===== src/rtl/timer_ctrl.sv =====
// MM:SS stopwatch/timer sequencer: owns the count and 1 Hz prescaler; all outputs registered.
// One event acts per cycle: softrst > mode change > stop > start > inc_min > inc_sec > tick.
module timer_ctrl #(
   parameter int CLK_HZ  = 100_000_000,
   parameter int MAX_MIN = 99
) (
   input  logic       clk,
   input  logic       rst,
   input  logic       start_p,
   input  logic       stop_p,
   input  logic       softrst_p,
   input  logic       inc_min_p,
   input  logic       inc_sec_p,
   input  logic       mode_sw,
   input  logic       inc_sw,
   output logic [7:0] min_bcd,
   output logic [7:0] sec_bcd,
   output logic [2:0] state,
   output logic       running,
   output logic       expired
);

   localparam int              PW      = (CLK_HZ > 1) ? $clog2(CLK_HZ) : 1;
   localparam logic [PW-1:0]   P_LAST  = PW'(CLK_HZ - 1);
   localparam logic [7:0]      MIN_MOD = 8'(MAX_MIN + 1);
   localparam logic [6:0]      MIN_TOP = 7'(MAX_MIN);

   typedef enum logic [1:0] {
      S_IDLE  = 2'd0,
      S_RUN   = 2'd1,
      S_PAUSE = 2'd2,
      S_DONE  = 2'd3
   } state_t;

   state_t          r_state;
   logic [PW-1:0]   r_presc;
   logic [6:0]      r_min;
   logic [5:0]      r_sec;
   logic            r_mode;

   logic            w_edit;
   logic            w_mode_chg;
   logic            w_clear;
   logic            w_start_ok;
   logic            w_tick;
   logic            w_zero;
   logic [6:0]      w_step;
   logic [6:0]      w_min_inc;
   logic [5:0]      w_sec_inc;
   logic            w_up_sat;
   logic [6:0]      w_up_min;
   logic [5:0]      w_up_sec;
   logic [6:0]      w_dn_min;
   logic [5:0]      w_dn_sec;
   logic            w_dn_zero;

   function automatic logic [7:0] to_bcd(input logic [6:0] v);
      return {4'(v / 7'd10), 4'(v % 7'd10)};
   endfunction

   always_comb begin
      w_edit     = (r_state == S_IDLE) || (r_state == S_PAUSE);
      // r_mode only follows mode_sw while editable, so a flip during RUN/DONE stays pending
      w_mode_chg = w_edit && (mode_sw != r_mode);
      w_clear    = softrst_p || w_mode_chg || (stop_p && (r_state == S_DONE));
      w_zero     = (r_min == 7'd0) && (r_sec == 6'd0);
      w_start_ok = w_edit && !(r_mode && w_zero);
      w_tick     = (r_state == S_RUN) && (r_presc == P_LAST);

      w_step     = inc_sw ? 7'd10 : 7'd1;
      w_min_inc  = 7'(({1'b0, r_min} + {1'b0, w_step}) % MIN_MOD);
      w_sec_inc  = 6'(({1'b0, r_sec} + w_step) % 7'd60);

      w_up_sat   = (r_min == MIN_TOP) && (r_sec == 6'd59);
      w_up_sec   = (r_sec == 6'd59) ? 6'd0 : r_sec + 6'd1;
      w_up_min   = (r_sec == 6'd59) ? r_min + 7'd1 : r_min;

      w_dn_sec   = (r_sec == 6'd0) ? 6'd59 : r_sec - 6'd1;
      w_dn_min   = (r_sec == 6'd0) ? r_min - 7'd1 : r_min;
      w_dn_zero  = (w_dn_min == 7'd0) && (w_dn_sec == 6'd0);
   end

   always_ff @(posedge clk or negedge rst) begin
      if (!rst) begin
         r_state <= S_IDLE;
         r_presc <= '0;
         r_min   <= '0;
         r_sec   <= '0;
         r_mode  <= 1'b0;
         min_bcd <= '0;
         sec_bcd <= '0;
         running <= 1'b0;
         expired <= 1'b0;
      end else if (w_clear) begin
         if (!softrst_p && w_mode_chg)
            r_mode <= mode_sw;
         r_state <= S_IDLE;
         r_presc <= '0;
         r_min   <= '0;
         r_sec   <= '0;
         min_bcd <= '0;
         sec_bcd <= '0;
         running <= 1'b0;
         expired <= 1'b0;
      end else if (stop_p && (r_state == S_RUN)) begin
         r_state <= S_PAUSE;
         running <= 1'b0;
      end else if (start_p && w_start_ok) begin
         // resuming from PAUSE keeps the partial second
         if (r_state == S_IDLE)
            r_presc <= '0;
         r_state <= S_RUN;
         running <= 1'b1;
      end else if (inc_min_p && w_edit) begin
         r_min   <= w_min_inc;
         min_bcd <= to_bcd(w_min_inc);
      end else if (inc_sec_p && w_edit) begin
         r_sec   <= w_sec_inc;
         sec_bcd <= to_bcd({1'b0, w_sec_inc});
      end else if (r_state == S_RUN) begin
         r_presc <= w_tick ? '0 : r_presc + PW'(1);
         if (w_tick) begin
            if (!r_mode) begin
               if (w_up_sat) begin
                  r_state <= S_DONE;
                  running <= 1'b0;
                  expired <= 1'b1;
               end else begin
                  r_min   <= w_up_min;
                  r_sec   <= w_up_sec;
                  min_bcd <= to_bcd(w_up_min);
                  sec_bcd <= to_bcd({1'b0, w_up_sec});
               end
            end else if (w_zero) begin
               r_state <= S_DONE;
               running <= 1'b0;
               expired <= 1'b1;
            end else begin
               r_min   <= w_dn_min;
               r_sec   <= w_dn_sec;
               min_bcd <= to_bcd(w_dn_min);
               sec_bcd <= to_bcd({1'b0, w_dn_sec});
               if (w_dn_zero) begin
                  r_state <= S_DONE;
                  running <= 1'b0;
                  expired <= 1'b1;
               end
            end
         end
      end
   end

   assign state = {1'b0, r_state};

endmodule


===== config.mk =====
export PLATFORM = sky130hd
export DESIGN_NAME = timer_ctrl
export DESIGN_NICKNAME = d
export VERILOG_FILES = /design/src/rtl/timer_ctrl.sv
export SDC_FILE = /design/constraint.sdc
export NUM_CORES = 1
export LEC_CHECK = 0
export ABC_AREA = 1
export CAP_MARGIN = 20
export CORE_MARGIN = 2
export CORE_UTILIZATION = 32
export DETAILED_ROUTE_END_ITERATION = 16
export GPL_TIMING_DRIVEN = 0
export PLACE_DENSITY_LB_ADDON = 0.3
export SYNTH_ARGS = -nofsm -noshare
export SYNTH_HDL_FRONTEND = slang
export SYNTH_SLANG_ARGS = --single-unit

===== constraint.sdc =====
create_clock -name clk -period 4 [get_ports clk]
set_input_delay 0.8 -clock clk [delete_from_list [all_inputs] [get_ports clk]]
set_output_delay 0.8 -clock clk [all_outputs]
set_load 0.01 [all_outputs]

==> results.py, run 1 <==
metrics = {
    "routing": {
        "routedWlPerCell_um": 13.3,
        "postRouteAntennaNets": 0,
        "drtPass1Iterations": 4,
        "wl_um": 12800,
        "vias": 4713,
        "drc": 0,
        "via_per_inst": 4.87,
        "drt_iter0_drc": 256,
    },
    "logic_synthesis": {
        "netlist_instances": 702,
        "synth_top_cell_by_area": "dfrtp_1",
        "synthesis.area_um2": 4970,
        "synthArstFlopShare_pct": 100,
        "synth_top_area_share_pct": 29.2,
        "synth_cell_types": 62,
        "synth_ff_type": "dfrtp_1",
        "synthTopCellsByCount": "nand2_1 (184), inv_1 (94), dfrtp_1 (58)",
        "synthTopCellsByArea": "dfrtp_1 (29%), nand2_1 (14%), inv_1 (7.1%)",
        "ys_seq_area_share_pct": 29.2,
        "syn_avg_cell_area_um2": 7.08,
        "synth_warnings": 0,
        "synth_seq_cells": 58,
        "synth-edff-count": 0,
        "synth_most_common_cell": "nand2_1",
    },
    "worst_setup_path": {
        "critPathKind": "primary input to register",
        "crit_fanout": 9,
        "cp_top_family": "simple AND/OR/NAND/NOR gates",
        "crit_path_max_incr_delay_ns": 0.61,
        "endpoint_kind": "register",
        "crit_slowest_cell": "nor2_1",
        "cp.buffers_inverters": 7,
        "crit_top_cell": "nand2_2",
        "cp_data_arrival_time_ns": 4.15,
        "start_kind": "primary input",
        "crit_required_ns": 4.23,
    },
    "timing": {
        "hold_slack_ns": 0.476,
        "max_slew_margin_pct": 45.9,
        "grt_setup_unrepaired": "yes",
        "finalHoldViolCount": 0,
        "clock_skew_ns": 0.00440,
        "setup_slack_ns": 0.0814,
        "fin_crit_ns": 3.92,
        "setup-violations-final": 0,
        "worst_pin_slew_ns": 0.809,
        "max_freq_mhz": 255,
        "maxSlewViolCount": 0,
        "post-route-period-util_pct": 98.0,
    },
    "cts": {
        "cts_tree": "done",
        "numClockSinks": 58,
        "root_buffer": "clkbuf_16",
        "cts_buffer_depth": 2,
        "clk_pin_slew_ns": 0.05,
        "cts_buffers": 9,
        "clk_latency_ns": 0.34,
        "htree_levels": 3,
    },
    "finish": {
        "antenna_cells": 0,
        "num-fill-cells": 1562,
        "nNetsFinal": 805,
        "final_area_um2": 6280,
        "areaGrowthSynthToFinish_pct": 26.3,
        "layoutNonFillerInstCount": 967,
        "drive_above_1_share_pct": 23.6,
    },
    "placed_design": {
        "place_area_um2": 5500,
        "dp_slack_ns": -1.15,
        "dp_cells": 919,
        "finalWeightedCongestion": 0.890,
        "hpwl_um": 9450,
        "port-buffer-count": 27,
    },
    "floorplan": {
        "rows": 45,
        "io_pins": 30,
        "coreArea_um2": 15200,
        "start_util_pct": 32.7,
        "die_y_um": 129,
        "die_area_um2": 16600,
        "fp.dieW_um": 129,
    },
    "run_status": {
        "status": "completed",
    },
    "global_route": {
        "grt_pass1_vias": 4387,
        "grt_pass1_wl_um": 20900,
        "antenna_found_initial": 0,
        "overflow": 0,
        "grt_usage_pct": 15.6,
        "grt_max_degree": 31,
    },
    "power": {
        "p_per_area_nw_per_um2": 964,
        "p_leak_nw": 2.96,
        "vdd_drop_max_mv": 0.364,
        "power.total_mw": 6.05,
    },
    "min_path": {
        "hp-class": "register to register",
    },
    "job": {
        "drv_cap": 0,
    },
}
-- layer usage --
| metal | GRT usage, % | vias to the layer above | share of wire [%] |
|---|---|---|---|
| met2 | 25.8 | 52 | 49 |
| met1 | 21.4 | 2215 | 47 |
| met5 | 0 | - | 0 |
| li1 | - | 2432 | - |
| met3 | 1.37 | 14 | 2.2 |
| met4 | 5.82 | 0 | 1.7 |
-- what timing repair did --
action,CTS,global route
hold buffers,0,0
buffers inserted,9,24
pin swaps,11,30
gates cloned,0,0
endpoints found under the setup margin,10,8
gates resized for setup,31,44
-- worst reg2reg max path, delay by kind of cell, from the launching register on --
kind	cells	cell delay (ns)
simple gates	28	2.28
fa+ha+maj	2	0.56
flops	1	0.46
buf+inv	5	0.41
-- through the flow --
| stage | utilization [%] | setup TNS [ns] |
|---|---|---|
| finish | 41.3 | 0 |
| floorplan | - | 0 |
| detailed placement | 36.2 | -9.56 |
| global route | 41.3 | -0.465 |
| CTS | 39.1 | 0 |
| global placement | 36.1 | -9.48 |
-- cells in the final DEF, fill, tap and decap left out, types with 5 or more instances in the layout --
cell and n:
nand3_2 14, inv_2 16, xor2_1 14, clkbuf_16 9, clkdlybuf4s50_1 25, nand2_4 16, nand2_2 27, a21oi_1 24
nor2_4 7, nor4_1 7, buf_6 5, clkinv_2 5, nand3_1 45, nor3_1 16, nor2_1 43, ha_1 15
o21ai_0 31, inv_1 89, o22ai_1 9, nand4_1 11, dfrtp_1 58, nand3b_1 5, buf_4 37, nor2_2 6
nand2_1 165
-- final cells by class --
cell class,instances,area (µm²),share of cell area [%]
multi-input cells,520,3240,51.6
repair buffers,61,547,8.71
clock buffers,12,256,4.08
clock inverters,3,15.0,0.239
plain buffers,15,109,1.73
inverters,110,428,6.81
well taps,188,235,3.75
flip-flops and latches,58,1450,23.1
-- cells by family (layout without fill, tap and decap cells) --
logic type                 after synthesis  after routing  share of synthesized area [%]
DFF                                     58             58                           29.2
and+or+nand+nor                        374            374                           36.8
adders and majority gates               21             21                           5.58
AOI/OAI and AO/OA                      102            102                           13.7
xor gates and xnor gates                21             21                           4.15
other                                    1              2                         0.0754
buffers and inverters                  125            201                           10.5
-- worst paths after layout --
kind | start | to | slack (ns) | depth (start not counted)
setup / recovery | inc_min_p | min_bcd[1]$_DFFE_PN0P_ | 0.08 | 27
hold / removal | min_bcd[1]$_DFFE_PN0P_ | min_bcd[1]$_DFFE_PN0P_ | 0.48 | 2
setup reg to reg | r_min[1]$_DFFE_PN0P_ | min_bcd[1]$_DFFE_PN0P_ | 0.17 | 35
hold reg to reg | min_bcd[1]$_DFFE_PN0P_ | min_bcd[1]$_DFFE_PN0P_ | 0.48 | 2
max in group asynchronous | rst | r_mode$_DFFE_PN0P_ | 2.89 | 2
min in group asynchronous | rst | r_presc[16]$_DFFE_PN0P_ | 0.51 | 1
-- registers in the layout, indices dropped and copies added, names as in the netlist --
name	count
r_state	2
running	1
expired	1
sec_bcd	7
r_mode	1
r_min	6
min_bcd	8
r_sec	5
r_presc	27
-- where the power goes --
group          total [mW]  switching [mW]  internal, mW
Sequential          0.850           0.134         0.716
Combinational        4.49            2.66          1.83
Clock               0.716           0.271         0.446
Total                6.05            3.06          2.99
Note: power is estimated with default switching activity, not from simulation.
==> run 2: changes to the inputs <==
--- a/config.mk
+++ b/config.mk
@@ -6,6 +6,7 @@
 export NUM_CORES = 1
 export LEC_CHECK = 0
 export ABC_AREA = 1
+export ABC_CLOCK_PERIOD_IN_PS = 3700
 export CAP_MARGIN = 20
 export CORE_MARGIN = 2
 export CORE_UTILIZATION = 32
==> constraint.sdc (replaced) <==
create_clock -name clk -period 3.7 [get_ports clk]
set_input_delay 0.74 -clock clk [delete_from_list [all_inputs] [get_ports clk]]
set_output_delay 0.74 -clock clk [all_outputs]
set_load 0.01 [all_outputs]
==> results.py, run 2 (synthesis results as in run 1) <==
metrics = {
    "timing": {
        "max_slew_margin_pct": 44.2,
        "worst_pin_slew_ns": 0.838,
        "maxSlewViolCount": 0,
        "fin_crit_ns": 3.88,
        "grt_setup_unrepaired": "yes",
        "tns_ns": -0.600,
        "post-route-period-util_pct": 105,
        "clock_skew_ns": 0.00519,
        "setup_slack_ns": -0.176,
        "setup-violations-final": 6,
        "max_freq_mhz": 258,
        "finalHoldViolCount": 0,
    },
    "worst_setup_path": {
        "cp_data_arrival_time_ns": 4.10,
        "r2r-start": "r_min[1]$_DFFE_PN0P_",
        "crit_path_max_incr_delay_ns": 0.39,
        "critPathKind": "primary input to register",
        "r2r_cells": 32,
        "crit_required_ns": 3.92,
        "crit_fanout": 5,
        "endpoint_kind": "register",
        "crit_slowest_cell": "fa_2",
        "ff2ff_setup_slack_ns": -0.11,
        "r2r-end": "min_bcd[1]$_DFFE_PN0P_",
        "start_kind": "primary input",
        "crit_top_cell": "nand2_2",
        "crit_path_start": "inc_sw",
    },
    "floorplan": {
        "die_area_um2": 16600,
        "fp.dieW_um": 129,
        "start_util_pct": 32.7,
        "coreArea_um2": 15200,
        "rows": 45,
        "io_pins": 30,
        "die_y_um": 129,
    },
    "cts": {
        "cts_hold_buf": 0,
        "cts_buffers": 9,
        "clk_pin_slew_ns": 0.05,
        "numClockSinks": 58,
        "cts_tree": "done",
        "htree_levels": 3,
        "root_buffer": "clkbuf_16",
        "clk_latency_ns": 0.33,
        "cts_buffer_depth": 2,
    },
    "finish": {
        "drive_above_1_share_pct": 26.7,
        "utilization_pct": 42.9,
        "nNetsFinal": 818,
        "largest_reg_flops": 27,
        "num-fill-cells": 1532,
        "largestRegisters": "r_presc: 27 flops, min_bcd: 8 flops, sec_bcd: 7 flops",
        "areaGrowthSynthToFinish_pct": 31.0,
        "layout_commonest_cell": "nand2_1",
        "regMostFlops": "r_presc",
        "layout_common_cells": "nand2_1 (163), inv_1 (87), dfrtp_1 (56)",
        "antenna_cells": 0,
    },
    "routing": {
        "postRouteAntennaNets": 0,
        "drtPass1Iterations": 4,
        "wl_um": 13400,
        "drt_iter0_drc": 293,
        "vias": 4777,
        "drc": 0,
        "via_per_inst": 4.87,
        "routedWlPerCell_um": 13.6,
    },
    "min_path": {
        "hold_end": "min_bcd[3]$_DFFE_PN0P_",
        "hold_depth": 2,
        "hp-class": "register to register",
        "min_from": "min_bcd[3]$_DFFE_PN0P_",
    },
    "power": {
        "vdd_drop_max_mv": 0.393,
        "p_leak_nw": 3.04,
        "power.total_mw": 7.10,
        "p_per_area_nw_per_um2": 1090,
    },
    "global_route": {
        "grt_max_degree": 36,
        "grt_usage_pct": 16.6,
        "antenna_found_initial": 0,
        "overflow": 0,
        "grt_pass1_vias": 4649,
        "grt_pass1_wl_um": 22200,
    },
    "placed_design": {
        "hpwl_um": 9520,
        "port-buffer-count": 27,
        "finalWeightedCongestion": 0.872,
    },
    "job": {
        "drv_cap": 0,
    },
    "run_status": {
        "violations": "setup timing",
        "status": "finished with violations",
    },
}
==> run 2: cell count changes in the layout (fill, tap and decap cells not counted), moves of 4 or more <==
cell | before | now
nand3_1 | 45 | 41
nand2_2 | 27 | 31
buf_6 | 5 | 9
inv_2 | 16 | 20
buf_4 | 37 | 45
==> run 2: worst max-delay path by stage <==
| stage | endpoint | slack [ns] | cells past startpoint |
|---|---|---|---|
| floorplan | min_bcd[2]$_DFFE_PN0P_ | -0.06 | 34 |
| global placement | min_bcd[1]$_DFFE_PN0P_ | -1.30 | 38 |
| detailed placement | min_bcd[1]$_DFFE_PN0P_ | -1.35 | 38 |
| CTS | min_bcd[1]$_DFFE_PN0P_ | -0.07 | 36 |
| global route | min_bcd[1]$_DFFE_PN0P_ | -0.45 | 38 |
| finish | min_bcd[1]$_DFFE_PN0P_ | -0.18 | 35 |
==> run 2: power by group <==
group | leakage (nW) | internal (mW) | switching, mW
clock | 0.143 | 0.506 | 0.288
combinational | 2.11 | 2.26 | 3.12
sequential | 0.790 | 0.776 | 0.147
==> run 2: cell type report <==
cell class	instances	area, µm²	share of cell area, %
inverters	110	430	6.61
flip-flops and latches	58	1450	22.3
clock inverters	2	10.0	0.154
plain buffers	15	109	1.67
repair buffers	74	667	10.2
well taps	188	235	3.61
multi-input cells	520	3340	51.2
clock buffers	14	274	4.21
==> run 2: timing repair <==
item / CTS / global route
resized for setup: 40 / 42
pin swaps: 31 / 46
setup buffers: 30 / 16
endpoints found under the setup margin: 11 / 9
==> run 2: layer usage <==
layer / routed length [µm] / share of wire (%) / up-vias / track usage [%]
met5: 0 / 0 / - / 0
met4: 242 / 1.8 / 0 / 5.56
met3: 401 / 3.0 / 19 / 2.25
met2: 6630 / 50 / 76 / 28.2
met1: 6110 / 46 / 2220 / 21.9
li1: - / - / 2462 / -
==> run 2: critical path: cells and delay by family <==
kind | cells | cell delay, ns
buf+inv | 9 | 0.75
simple gates | 21 | 1.68
fa+ha+maj | 3 | 0.63
compound gates | 2 | 0.30
==> run 2: through the flow <==
stage / hold WS [ns] / area (µm²) / setup WS, ns / instances
floorplan: 0.444 / 5040 / -0.0579 / 703
global placement: 0.467 / 5540 / -1.30 / 918
detailed placement: 0.471 / 5560 / -1.35 / 919
CTS: 0.483 / 6240 / -0.0653 / 965
global route: 0.515 / 6520 / -0.452 / 981
finish: 0.473 / 6520 / -0.176 / 981
